[config.mk]
export PLATFORM = sky130hd
export DESIGN_NAME = regfile_mp
export DESIGN_NICKNAME = d
export VERILOG_FILES = /design/src/rtl/regfile_mp.sv
export SDC_FILE = /design/constraint.sdc
export NUM_CORES = 2
export LEC_CHECK = 0
export ABC_AREA = 0
export ABC_CLOCK_PERIOD_IN_PS = 6300
export CORE_MARGIN = 2
export CORE_UTILIZATION = 60
export CTS_BUF_LIST = sky130_fd_sc_hd__clkbuf_16
export CTS_CLUSTER_SIZE = 28
export DETAILED_ROUTE_END_ITERATION = 8
export PLACE_DENSITY = 0.78
export SLEW_MARGIN = 40
export SYNTH_ARGS = -nofsm -noshare
export SYNTH_HDL_FRONTEND = slang
export SYNTH_SLANG_ARGS = --single-unit
[constraint.sdc]
create_clock -name clk -period 6.3 [get_ports clk]
set_clock_uncertainty 0.1 [all_clocks]
set_input_delay 1.26 -clock clk [delete_from_list [all_inputs] [get_ports clk]]
set_output_delay 1.26 -clock clk [all_outputs]
set_load 0.02 [all_outputs]
[src/rtl/regfile_mp.sv]
// Multi-read-port register file with per-register busy scoreboard.
// Optional same-cycle write-to-read forwarding is enabled by defining REGFILE_BYPASS_EN.
module regfile_mp #(
    parameter int unsigned WIDTH    = 32,
    parameter int unsigned DEPTH    = 32,
    parameter int unsigned NUM_RD   = 2,
    parameter bit          ZERO_REG = 1'b1,
    localparam int unsigned AW      = $clog2(DEPTH)
) (
    input  logic                     clk,
    input  logic                     rst,
    input  logic                     wr_en,
    input  logic [AW-1:0]            wr_addr,
    input  logic [WIDTH-1:0]         wr_data,
    input  logic                     rsv_en,
    input  logic [AW-1:0]            rsv_addr,
    input  logic                     flush,
    input  logic [NUM_RD*AW-1:0]     rd_addr,
    output logic [NUM_RD*WIDTH-1:0]  rd_data,
    output logic [NUM_RD-1:0]        rd_busy,
    output logic                     any_busy
);

    // Register 0 has no storage when it is hardwired to zero.
    localparam int unsigned FIRST = ZERO_REG ? 1 : 0;

    logic [WIDTH-1:0] mem [FIRST:DEPTH-1];
    logic [DEPTH-1:0] busy;
    logic [DEPTH-1:0] busy_next;
    logic             wr_ok;
    logic             rsv_ok;

    function automatic logic addr_ok(input logic [AW-1:0] a);
        return (32'(a) < DEPTH) && !(ZERO_REG && (a == '0));
    endfunction

    assign wr_ok  = wr_en  && addr_ok(wr_addr);
    assign rsv_ok = rsv_en && addr_ok(rsv_addr);

    // Reserve is applied after the write clear so a new producer keeps the register busy.
    always_comb begin
        busy_next = busy;
        if (wr_ok) begin
            busy_next[wr_addr] = 1'b0;
        end
        if (flush) begin
            busy_next = '0;
        end else if (rsv_ok) begin
            busy_next[rsv_addr] = 1'b1;
        end
        if (ZERO_REG) begin
            busy_next[0] = 1'b0;
        end
    end

    always_ff @(posedge clk) begin
        if (rst) begin
            mem      <= '{default: '0};
            busy     <= '0;
            any_busy <= 1'b0;
        end else begin
            if (wr_ok) begin
                mem[wr_addr] <= wr_data;
            end
            busy     <= busy_next;
            any_busy <= |busy_next;
        end
    end

    for (genvar i = 0; i < NUM_RD; i++) begin : g_rd
        logic [AW-1:0]    a;
        logic [WIDTH-1:0] data_i;
        logic             busy_i;

        assign a = rd_addr[i*AW +: AW];

        always_comb begin
            data_i = '0;
            busy_i = 1'b0;
            if (addr_ok(a)) begin
                data_i = mem[a];
                busy_i = busy[a];
`ifdef REGFILE_BYPASS_EN
                if (wr_ok && (wr_addr == a)) begin
                    data_i = wr_data;
                    busy_i = rsv_ok && !flush && (rsv_addr == a);
                end
`endif
            end
        end

        assign rd_data[i*WIDTH +: WIDTH] = data_i;
        assign rd_busy[i]                = busy_i;
    end

endmodule

==> impl_metrics.json <==
{
  "status": "completed",
  "grt_max_degree": 214,
  "r2r-start": "busy[17]$_SDFF_PP0_",
  "postCtsSetupBuffers": 0,
  "setup_viol": 0,
  "yosysMostFrequentCell": "nand2_1",
  "vias": 47700,
  "start_kind": "primary input",
  "comb_power_share": 0.083,
  "switchingPower_mw": 3.51,
  "clkSinkCount": 1024,
  "wl_mm": 202,
  "core-area_mm2": 0.0855,
  "clkSlewWorstSetupHoldPaths_ps": 60,
  "min_from": "mem[652]$_SDFFE_PP0P_",
  "drt_first_pass_iters": 6,
  "die_y_um": 298,
  "numCtsBuffers": 103,
  "relSlewSlack": 0.333,
  "synth_cell_type_count": 48,
  "dp_cells": 6524,
  "synth_area_mm2": 0.0520,
  "p_clk_frac": 0.443,
  "rsz0062_at_grt": "no",
  "required_ps": 4940,
  "seqPwrFrac": 0.475,
  "cts_buffer_depth": 3,
  "die-area_mm2": 0.0890,
  "synth_edf_count": 0,
  "synth-seq-cells": 1024,
  "area_growth_pct": 11.0,
  "synth_top_area_cell": "dfxtp_1",
  "peakVddDrop_mv": 0.285,
  "power_switching_share": 0.254,
  "nNetsFinal": 5548,
  "path_class": "in -> out",
  "hp-class": "reg -> reg",
  "drive_gt1_frac": 0.198,
  "fp.dieW_um": 298,
  "tns_ps": 0,
  "overflow": 0,
  "grt_use_total": 0.446,
  "postSynthCellCount": 5699,
  "synth_top_area_frac": 0.394,
  "ant_nets": 0,
  "cellInternalPower_mw": 10.3,
  "leakage_nw": 18.6,
  "portBuffers": 123,
  "cts_resized": 0,
  "fmax_ghz": 0.173,
  "cts_tree": "done",
  "synth_flop_cell": "dfxtp_1",
  "synth.area.top_cells": "dfxtp_1 39%, mux4_2 24%, nand2_1 15%, a21oi_1 10%, clkbuf_1 3.6%",
  "dp_hpwl_mm": 114,
  "wl_per_cell_um": 30.0,
  "hold_viol": 0,
  "grt_pass1_vias": 45600,
  "cts_root_buf": "clkbuf_16",
  "slew_viol_final": 0,
  "period_needed_ps": 5770,
  "synthTopCellsByCount": "2010 x nand2_1, 1036 x a21oi_1, 1024 x dfxtp_1, 560 x mux4_2, 499 x clkbuf_1",
  "p_per_area_mw_per_mm2": 239,
  "crit_arrival_ps": 4410,
  "drc": 0,
  "h-tree-depth": 3,
  "vias_per_cell": 7.08,
  "async_reset_ff_frac": 0,
  "place.gp.congestion": 0.903,
  "rows": 107,
  "ios": 124,
  "fin_cells": 6741,
  "start_util": 0.608,
  "grt_first_pass_wirelength_mm": 293,
  "syn_avg_cell_area_um2": 9.12,
  "fin_crit_sh": 0.916,
  "ys_seq_area_frac": 0.394,
  "worst_skew_pair.late_latency_ps": 690,
  "syn_nets": 5756,
  "ctsHoldBuffers": 0,
  "endpoint_kind": "output port",
  "first_iter_violations": 8165,
  "antenna_found_initial": 18,
  "tightest_slew_ps": 998,
  "maxCapViolCount": 0,
  "worstPathMaxFanout": 56,
  "startpoint": "rd_addr[1]",
  "ys_warn_count": 0
}
-- metrics by stage --
step	worst slack [ps]	hold slack, ps	area [um2]	utilization	total power, mW
final	530	365	57700	0.675	13.8
after floorplan	1570	342	52000	-	7.40
after global routing	599	383	57700	0.674	14.1
after CTS	712	364	57500	0.672	13.7
after detailed placement	712	356	54300	0.634	7.79
after global placement	731	349	53900	0.630	7.77
-- power groups by stage --
stage,clock network [mW],logic (mW),registers (mW)
finish,6.12,1.14,6.56
global route,6.34,1.17,6.56
CTS,6.07,1.09,6.56
detailed placement,0,1.09,6.70
global placement,0,1.07,6.70
floorplan,0,0.715,6.69
-- worst max-delay path, stage by stage --
cell and delay, ps:
buf_8 440, nand2b_1 530, buf_4 330, nor2_1 110, a21oi_1 60, a21oi_1 180, o221ai_1 150, a31oi_1 550
clkdlybuf4s50_1 730
-- metal layers --
layer,part of all wire,track usage,up-vias
met5,0.00026,0,-
met4,0.096,0.363,6
met3,0.17,0.178,1279
met2,0.41,0.621,4358
met1,0.32,0.547,22600
li1,-,-,19500
-- state kept, by name, indices dropped and copies added (netlist names) --
register,cells
any_busy,1
busy,31
mem,992
-- cell usage in the layout, fill, tap and decap left out, types with 8 or more instances in the layout --
master / n
mux2i_1: 40
nand2_1: 2010
nor2_1: 43
buf_6: 8
clkdlybuf4s50_1: 79
nand4_1: 9
a21oi_1: 1036
nor2b_1: 11
buf_4: 111
buf_16: 13
clkinv_1: 24
nor2_4: 31
mux2_2: 116
dfxtp_1: 1024
buf_8: 16
a22o_1: 56
bufinv_16: 10
diode_2: 24
clkinv_2: 20
inv_1: 22
or2_2: 16
a31oi_1: 8
clkbuf_16: 105
mux4_2: 560
a22oi_1: 22
nand2b_2: 20
o21ai_0: 19
buf_2: 29
buf_12: 33
-- logic make-up (layout without fill, tap and decap cells) --
| family | after synthesis | in the layout | synth area share |
|---|---|---|---|
| AND/OR/NAND/NOR | 2178 | 2178 | 0.162 |
| AO/OA/AOI/OAI | 1176 | 1176 | 0.120 |
| buffers and inverters | 604 | 478 | 0.0472 |
| multiplexers | 716 | 716 | 0.275 |
| XOR/XNOR | 1 | 1 | 0.000168 |
| flip-flops | 1024 | 1024 | 0.394 |
| other | 0 | 24 | 0 |
-- cell type report --
type	count	area [um2]
Multi-Input combinational cell	4071	29400
Fill cell	6397	27800
Sequential cell	1024	20500
Timing Repair Buffer	289	3120
Clock buffer	105	2630
Tap cell	1144	1430
Clock inverter	82	628
Antenna cell	24	60.1
Inverter	2	7.51
-- worst paths after layout --
| path | slack [ps] | endpoint | depth (start not counted) |
|---|---|---|---|
| setup reg to reg | 4360 | any_busy$_SDFF_PP0_ | 5 |
| hold / removal | 360 | mem[652]$_SDFFE_PP0P_ | 2 |
| setup / recovery | 530 | rd_data[15] | 9 |
| hold reg to reg | 360 | mem[652]$_SDFFE_PP0P_ | 2 |
No activity file was read; power rests on OpenSTA's default activity.
